--- src/rtl/uop_buf_arb.sv ---
// uop_buf_arb: owns the single-port uop buffer RAM and arbitrates it between
// the sequential uop loader (writes) and the fetch stage (random reads).
// The write pointer doubles as the fill level. Reads of unwritten entries are
// held off. A pending write that keeps losing to reads is forced through after
// STARVE_LIMIT consecutive losses.
module uop_buf_arb #(
  parameter int UOP_BUF_SIZE  = 128,
  parameter int UOP_BUF_WIDTH = 64,
  parameter int STARVE_LIMIT  = 4
) (
  input  logic                              clk,
  input  logic                              reset,
  input  logic                              clear,
  // loader side
  input  logic                              fill_valid,
  input  logic [UOP_BUF_WIDTH-1:0]          fill_data,
  output logic                              fill_ready,
  // fetch side
  input  logic                              rd_req,
  input  logic [$clog2(UOP_BUF_SIZE)-1:0]   rd_addr,
  output logic                              rd_grant,
  output logic [UOP_BUF_WIDTH-1:0]          rd_data,
  output logic                              rd_data_valid,
  // RAM macro side
  output logic                              ram_en,
  output logic                              ram_we,
  output logic [$clog2(UOP_BUF_SIZE)-1:0]   ram_addr,
  output logic [UOP_BUF_WIDTH-1:0]          ram_wdata,
  input  logic [UOP_BUF_WIDTH-1:0]          ram_rdata,
  // status
  output logic [$clog2(UOP_BUF_SIZE):0]     fill_count,
  output logic                              buf_full
);

  localparam int              AW         = $clog2(UOP_BUF_SIZE);
  localparam int              CW         = AW + 1;
  localparam logic [CW-1:0]   SIZE_W     = CW'(UOP_BUF_SIZE);
  localparam logic [3:0]      STARVE_MAX = 4'(STARVE_LIMIT);

  // wp counts 0..SIZE inclusive, so it needs one bit more than the address.
  logic [CW-1:0] wp_q, wp_d;
  logic [3:0]    starve_q, starve_d;
  logic          rd_vld_q, rd_vld_d;

  logic w_el, r_el, wr_wins, wr_gnt, rd_gnt;

  // Eligibility and arbitration; clear suppresses every grant in its cycle.
  always_comb begin
    buf_full = (wp_q == SIZE_W);
    w_el     = fill_valid && !buf_full;
    // Unsigned compare against the current wp: only already-written entries
    // are readable, which also removes any need for a write-to-read bypass.
    r_el     = rd_req && ({1'b0, rd_addr} < wp_q);
    wr_wins  = w_el && (!r_el || (starve_q == STARVE_MAX));
    wr_gnt   = !clear && wr_wins;
    rd_gnt   = !clear && r_el && !wr_wins;
  end

  // RAM port and requester handshakes driven from the grant decision.
  always_comb begin
    fill_ready    = wr_gnt;
    rd_grant      = rd_gnt;
    ram_en        = wr_gnt || rd_gnt;
    ram_we        = wr_gnt;
    ram_addr      = wr_gnt ? wp_q[AW-1:0] : rd_addr;
    ram_wdata     = fill_data;
    rd_data       = ram_rdata;
    // A clear in the cycle after a read grant kills that read's data beat.
    rd_data_valid = rd_vld_q && !clear;
    fill_count    = wp_q;
  end

  // Next-state: fill pointer, starvation counter and read-valid pipeline bit.
  always_comb begin
    wp_d     = wp_q;
    starve_d = starve_q;
    rd_vld_d = rd_gnt;
    if (wr_gnt) begin
      wp_d = wp_q + 1'b1;
    end
    if (!w_el || wr_gnt) begin
      starve_d = '0;
    end else if (starve_q != STARVE_MAX) begin
      starve_d = starve_q + 1'b1;
    end
    if (clear) begin
      wp_d     = '0;
      starve_d = '0;
      rd_vld_d = 1'b0;
    end
  end

  // State registers with synchronous active-high reset.
  // NOTE: sequential state uses non-blocking assignments so every register
  // samples the pre-edge values; only control state is reset, the RAM macro
  // contents are never scrubbed because reads are gated by wp anyway.
  always_ff @(posedge clk) begin
    if (reset) begin
      wp_q     <= '0;
      starve_q <= '0;
      rd_vld_q <= 1'b0;
    end else begin
      wp_q     <= wp_d;
      starve_q <= starve_d;
      rd_vld_q <= rd_vld_d;
    end
  end

endmodule

--- config.mk ---
export PLATFORM = sky130hd
export DESIGN_NAME = uop_buf_arb
export DESIGN_NICKNAME = d
export VERILOG_FILES = /design/src/rtl/uop_buf_arb.sv
export SDC_FILE = /design/constraint.sdc
export NUM_CORES = 1
export LEC_CHECK = 0
export CAP_MARGIN = 10
export CORE_AREA = 2 2 111 113
export CTS_CLUSTER_SIZE = 16
export DETAILED_ROUTE_END_ITERATION = 8
export DIE_AREA = 0 0 113 115
export MAX_ROUTING_LAYER = met4
export PLACE_DENSITY = 0.7
export SETUP_SLACK_MARGIN = 0.1
export SLEW_MARGIN = 20
export SYNTH_ARGS = -nofsm -noshare
export SYNTH_HDL_FRONTEND = slang
export SYNTH_SLANG_ARGS = --single-unit
--- constraint.sdc ---
create_clock -name clk -period 2.2 [get_ports clk]
set_input_delay 0.44 -clock clk [delete_from_list [all_inputs] [get_ports clk]]
set_output_delay 0.44 -clock clk [all_outputs]
set_load 0.02 [all_outputs]
-- After elaboration in Yosys (flattened, before gate mapping)
Index checks and enable logic that the tools add are counted.
- flip-flop bits (word level): 13
- input port bits: 140
- word-level logic and storage cells: 27
- add/subtract/negate cells: 2
- $lt $le $gt $ge: 1
- equality and inequality tests: 3
- muxes and demuxes: 1
- reduce and logical (&&, ||, !) cells: 17
- operators with widths (cell ; count):
    $add 8x1->8 const B ; 1
    $eq 8x8->1 const B ; 1
    $lt 7x8->1 ; 1
    $logic_and 1x1->1 ; 7
    $mux 7 ; 1
    $logic_not 1->1 ; 5
    $add 4x1->4 const B ; 1
    $eq 4x3->1 const B ; 1
    $ne 4x3->1 const B ; 1
    $logic_or 1x1->1 ; 3
    $reduce_or 3->1 ; 1
    $reduce_or 2->1 ; 1

-- Logic depth before layout (Yosys ltp)
Gate-level depths: netlist of run 1.
- depth after elaboration: 8
- mapped depth: 8

-- Worst setup path after synthesis of run 1
OpenSTA, ideal clock, no wires.
- path type: register to output
- start point: reg wp_q[1] (netlist: fill_count[1])
- end point: out ram_addr[0]
- data arrival time: 2052 ps
- required time: 1760 ps
- setup slack: -292 ps
- stages on the path, launching flop included: 7
- buffers on the path: 0
- cells stage by stage: dfxtp_1 -> inv_1 -> ha_1 -> a2111oi_4 -> o211ai_4 -> nand3b_4 -> mux2_2
- word-level cells in the longest chain between the ends: 7
- elaborated cells between the ends (all ways): 10
- those cells by class: order compare (1); eq/ne (1); mux (1); reduce/logical (7)
- RTL lines (element ; RTL line ; text):
    from (decl) ; 41 ; logic [CW-1:0] wp_q, wp_d;
    from (signal assigned) ; 103 ; wp_q <= wp_d;
    $lt 7x8->1 ; 53 ; r_el = rd_req && ({1'b0, rd_addr} < wp_q);
    $logic_and 1x1->1 ; 53 ;
    $logic_not 1->1 ; 54 ; wr_wins = w_el && (!r_el || (starve_q == STARVE_MAX));
    $logic_or 1x1->1 ; 54 ;
    $logic_and 1x1->1 * ; 54 ;
    $logic_and 1x1->1 * ; 55 ; wr_gnt = !clear && wr_wins;
    $mux 7 * ; 65 ; ram_addr = wr_gnt ? wp_q[AW-1:0] : rd_addr;
    to (decl) ; 27 ; output logic [$clog2(UOP_BUF_SIZE)-1:0] ram_addr,
Every way passes the cells marked *; elsewhere a longest branch is shown, timed or not.

-- Final worst setup path of run 1
- start point: reg wp_q[5] (netlist: fill_count[5])
- end point: out ram_addr[6]
Same word-level chain as after synthesis.

==> results of run 1 <==
-- metal layers --
metal	vias up	track usage, %	wire [µm]
li1	592	-	-
met4	0	6.50	305
met1	657	7.43	1820
met3	43	3.80	660
met2	111	13.7	2960
met5	-	-	0
-- metrics by stage --
stage / std cells / area [µm²] / TNS (ps) / total power, mW / util, %
after floorplan: 241 / 2080 / -686 / 0.672 / -
after global placement: 327 / 1880 / -13980 / 0.425 / 15.9
after detailed placement: 327 / 1880 / -14820 / 0.427 / 15.9
after CTS: 341 / 2140 / -3350 / 0.804 / 18.1
after global routing: 347 / 2240 / -5100 / 0.851 / 19.0
final: 347 / 2240 / -4280 / 0.815 / 19.0
-- kinds of logic (layout without fill, tap and decap cells) --
group           Yosys count  in the layout  share of synthesized area (%)
buf+inv                 143            102                           51.5
mux                       8              8                           4.45
compound gates           27             27                           12.3
flops                    13             13                           13.0
xor+xnor                  1              1                          0.439
fa+ha+maj                10             10                           6.27
simple gates             39             39                           12.0
-- placed cells by master, fill, tap and decap left out, drive strengths merged, types with 3 or more instances in the layout --
cell type       n
a211oi          5
a21oi           6
a31o            3
buf            70
clkbuf          4
clkdlybuf4s15   4
clkdlybuf4s50  12
dfxtp          13
ha             10
inv            12
mux2            7
nand2           5
nand4           4
nor2            7
nor2b           3
nor3            3
nor4b           3
o21ai           6
or3             4
-- state kept, by name, indices dropped and copies added, names as in the netlist --
signal,count
fill_count,8
starve_q,4
rd_vld_q,1
-- power groups by stage --
stage	logic (mW)	registers [mW]	clock network [mW]
after CTS	0.221	0.233	0.350
after detailed placement	0.190	0.237	0
after global placement	0.188	0.237	0
after floorplan	0.432	0.240	0
after global routing	0.253	0.233	0.364
final	0.240	0.233	0.342
-- repair_timing --
item | in CTS | in global routing
setup buffers | 10 | 7
resized for setup | 110 | 16
endpoints found under the setup margin | 24 | 16
pin swaps | 9 | 11
-- final cells by class --
class,count,area (µm²)
inverters,12,50.0
well taps,147,184
flip-flops and latches,13,280
fillers,1296,9570
clock buffers,4,78.8
multi-input cells,85,893
repair buffers,86,756
-- worst min-delay path by stage --
stage	startpoint	to	slack [ps]
final	starve_q[0]	starve_q[0]	530
after global routing	starve_q[0]	starve_q[0]	550
after CTS	starve_q[0]	starve_q[0]	540
after detailed placement	starve_q[0]	starve_q[0]	530
after global placement	starve_q[0]	starve_q[0]	510
after floorplan	starve_q[0]	starve_q[0]	450
-- critical path, cell delays in order (launching register included) --
cell and delay (ps):
sky130_fd_sc_hd__dfxtp_4 350, sky130_fd_sc_hd__inv_4 50, sky130_fd_sc_hd__ha_4 250, sky130_fd_sc_hd__and4b_1 230, sky130_fd_sc_hd__o21ai_4 90, sky130_fd_sc_hd__o211ai_4 230, sky130_fd_sc_hd__nand3b_4 160, sky130_fd_sc_hd__buf_6 160
sky130_fd_sc_hd__mux2_4 290, sky130_fd_sc_hd__buf_6 130
==> metrics.txt, run 1 <==
worst slew margin relative to its limit=74.7%; netlist area before placement=around 2000 µm²; Mapped Avg Cell Area=8.28 µm²; RSZ-0062 raised after global routing=yes; sequential cell fraction of total power=28.6%; antenna violations before repair=0; Worst EP required=1760 ps; number of nets produced by synthesis=roughly 390; Tcrit/Tclk final=120%; clock tree from TritonCTS=yes; WL per Instance=16.6 µm; class of the tightest hold or removal check=reg2reg; layout cell share with drive strength beyond 1=60.5%; total clock buffers created by CTS=3; slew at the pin closest to its max-slew limit=roughly 380 ps; buffer depth of the longest clock path=2; Synth top area share=approximately half; part of the total power dissipated in combinational logic=between 20% and 30%; Die Outline Area=~13000 µm²; synth cell count leaders=sky130_fd_sc_hd__buf_4 (129), sky130_fd_sc_hd__dfxtp_1 (13), sky130_fd_sc_hd__inv_1 (12), sky130_fd_sc_hd__ha_1 (10); endpoint of the most critical register-to-register path=fill_count[4]; clock latency at the later pin of the worst-skew pair=240 ps; data arrival at the endpoint of the critical path=2190 ps; Boundary Pins=between 200 and 300; failing checks=DRC, setup timing; reg-to-reg setup timing slack=20 ps; Internal Pwr Total=0.608 mW; post-layout net count=351; clock transition at the registers of the reported paths=40 ps; worst setup skew after layout=between 2 and 3 ps; hpwl dp=between 4000 and 5000 µm; remaining antenna violation count=0; count of different cell masters after synthesis=37; post-route worst hold slack=534 ps; global routing usage summed across all routing layers=8.29%; wire length of the first global-routing pass=7690 µm; R2R cell count=11; peak ir drop on the vdd network=0.000183 V; ys async rst share=0%; most used flip-flop cell after synthesis=sky130_fd_sc_hd__dfxtp_1; number of setup violations in the final report=11; number of optimization iterations in the first detailed-route pass=8; final antenna diode count=0; via count of the first global-routing pass=1339; area of the placeable core=11800 µm²; type of element launching the critical path=flop; Post-Place Setup Slack=-1130 ps; highest clock rate=about 380 MHz; H-tree depth=1; capture point of the critical path=ram_addr[6]; final slew viol count=0; outcome=finished, violations left; TritonCTS sink count=13; switching power total=0.207 mW; Setup CP Type=reg2out; Clock Power Share=about two fifths; total congestion overflow=0; floorplan row count=40; Cells after Synth=around 240; fraction of the yosys area taken by sequential cells=13.0%; Layout area overhead=12.4%; Yosys warning count=0; pin count of the biggest net entering global routing=11; average vias per placed instance=4.04; leading post-synthesis cells by cell area=sky130_fd_sc_hd__buf_4 (49%), sky130_fd_sc_hd__dfxtp_1 (13%), sky130_fd_sc_hd__ha_1 (6.3%); clock root buffer=sky130_fd_sc_hd__clkbuf_16; Synth area leader=sky130_fd_sc_hd__buf_4; die span in y=115 µm; cts hold-fix bufs=0; Die W=113 µm; initial core utilization=16.9%; cell with the most instances after synthesis=sky130_fd_sc_hd__buf_4; drc violations=18; Hold Path Stages=2; number of flops mapped to enable cells by yosys=0; largest fanout on the critical path=5; flop and latch count out of synthesis=13; Hold Fails Final Rpt=0; final critical-path required period=2630 ps; Final Worst Setup Slack=-430 ps; PD cells=roughly 360 nW/µm²; worst r2r src=fill_count[5]; First DRT Iteration DRCs=95; Net Sw Frac=25.4%; number of buffer cells added on primary ports=32; Maximum Capacitance Violations=0; launch point of the worst path=fill_count[5]; total vias in the final route=approximately 1400; CP Capture Type=output pin; aggregate routed wire length=approximately 5700 µm; placer congestion estimate=0.829; leakage power=0.908 nW
(Power assumes the default switching activity.)
==> inputs of run 2 (changes only) <==
==> constraint.sdc (replaced) <==
create_clock -name clk -period 2.2 [get_ports clk]
set_input_delay 0.44 -clock clk [delete_from_list [all_inputs] [get_ports clk]]
set_output_delay 0.44 -clock clk [all_outputs]
set_load 0.05 [all_outputs]
==> metrics.txt, run 2 (synthesis gave the netlist of run 1 again) <==
outcome=finished, violations left; failing checks=DRC, setup timing; Boundary Pins=289 (unchanged); clock latency at the later pin of the worst-skew pair=250 ps (about the same); Die W=113 µm (unchanged); via count of the first global-routing pass=1327 (-0.90%); number of setup violations in the final report=11 (unchanged); Die Outline Area=13000 µm² (unchanged); placer congestion estimate=0.719 (-13%); hpwl dp=3900 µm (-4.0%); CP Capture Type=output pin; remaining antenna violation count=0 (unchanged); Tcrit/Tclk final=119% (about the same); Largest register FFs=8 (unchanged); Total Negative Setup Slacks=-3990 ps (+297 ps); total congestion overflow=0 (unchanged); largest fanout on the critical path=5 (unchanged); Maximum Capacitance Violations=0 (unchanged); H-tree depth=1 (unchanged); commonest cells after routing, fill and taps aside=sky130_fd_sc_hd__buf_4 (34), sky130_fd_sc_hd__buf_6 (10), sky130_fd_sc_hd__clkdlybuf4s50_1 (9); clock tree from TritonCTS=yes; Core Util, Final=18.3% (-0.72 points); class of the tightest hold or removal check=reg2reg; average vias per placed instance=3.92 (-2.9%); aggregate routed wire length=5070 µm (-12%); global routing usage summed across all routing layers=8.04% (-0.25 points); number of placed instances with taps included=316 (-3.4%); PD cells=398 nW/µm² (+9.6%); worst setup skew after layout=4.80 ps (+1.93 ps); number of buffer cells added on primary ports=32 (unchanged); wire length of the first global-routing pass=7510 µm (-2.4%); Filler Cell Count=1292 (-0.31%); Hold Fails Final Rpt=0 (unchanged); Setup CP Type=reg2out; type of element launching the critical path=flop; final critical-path required period=2630 ps (-0.851 ps); TritonCTS sink count=13 (unchanged); die span in y=115 µm (unchanged); drc violations=19 (+1); final antenna diode count=0 (unchanged); buffer depth of the longest clock path=2 (unchanged); post-layout net count=334 (-4.8%); slew at the pin closest to its max-slew limit=516 ps (+137 ps); total clock buffers created by CTS=3 (unchanged); clock root buffer=sky130_fd_sc_hd__clkbuf_16; final slew viol count=0 (unchanged); layout cell share with drive strength beyond 1=60.7% (+0.16 points); data arrival at the endpoint of the critical path=2190 ps (about the same); pin count of the biggest net entering global routing=11 (unchanged); clock transition at the registers of the reported paths=50 ps (about the same); Layout area overhead=8.09%; initial core utilization=16.9% (unchanged); highest clock rate=380 MHz (about the same); antenna violations before repair=0 (unchanged); total vias in the final route=1295 (-7.7%); Worst EP required=1760 ps (about the same); floorplan row count=40 (unchanged); leakage power=0.852 nW (-6.2%); Final Worst Setup Slack=-429 ps (+0.851 ps); WL per Instance=15.4 µm (-7.3%); number of optimization iterations in the first detailed-route pass=7 (-1); most frequent standard cell in the layout excluding fill and tap cells=sky130_fd_sc_hd__buf_4; peak ir drop on the vdd network=0.000179 V (-2.3%); worst slew margin relative to its limit=65.5% (-9.1 points); First DRT Iteration DRCs=59 (-38%); area of the placeable core=11800 µm² (unchanged); RSZ-0062 raised after global routing=yes; post-route insts no fill=330 (-4.9%)
run 2: final cells by class:
cell class	instances	area [µm²]	area share [%]
inverters	12	51.3	2.38
well taps	147	184	8.53
flip-flops and latches	13	287	13.3
repair buffers	68	643	29.8
clock buffers	4	78.8	3.65
multi-input cells	86	913	42.3
run 2: path summary, 6_finish.rpt:
check,startpoint,end,slack (ps),cells past startpoint
worst max-delay path,fill_count[6],ram_addr[0],-430,8
worst min-delay path,starve_q[0],starve_q[0],540,2
worst max register to register,fill_count[5],fill_count[4],220,8
worst min register to register,starve_q[0],starve_q[0],540,2
run 2: what timing repair did:
action                     in CTS  in global routing
gates resized for setup        44                 23
hold buffers                    0                  0
setup endpoints to repair      24                 14
buffers inserted                1                  9
pin swaps                       6                  7
gates cloned                    1                  0
run 2: per-stage QoR:
stage               instance area [µm²]  hold WS (ps)  worst slack, ps  power, mW
global placement                   1830           508             -740      0.458
floorplan                          2080           449             -285      0.992
finish                             2160           544             -429      0.859
CTS                                2040           545             -460      0.853
global route                       2160           558             -513      0.898
detailed placement                 1830           536             -801      0.461
run 2: routing by layer:
layer	part of all wire, %	global-route usage, %	vias to the layer above
met3	9.6	2.69	47
met5	0	-	-
met4	7.6	8.13	0
met1	36	8.38	586
met2	47	11.6	102
li1	-	-	560
run 2: worst max-delay path, cell delays in order (launching register included):
cell and delay (ps):
sky130_fd_sc_hd__dfxtp_4 340, sky130_fd_sc_hd__inv_2 40, sky130_fd_sc_hd__ha_4 250, sky130_fd_sc_hd__and4b_1 250
sky130_fd_sc_hd__o21ai_4 90, sky130_fd_sc_hd__o211ai_4 270, sky130_fd_sc_hd__nand3b_4 200, sky130_fd_sc_hd__mux2_4 350
sky130_fd_sc_hd__buf_8 150
run 2: where the power goes:
group	switching, mW	leakage (nW)	internal (mW)	total, mW
sequential	0.00120	0.110	0.230	0.231
combinational	0.141	0.703	0.127	0.268
clock	0.114	0.0382	0.246	0.359
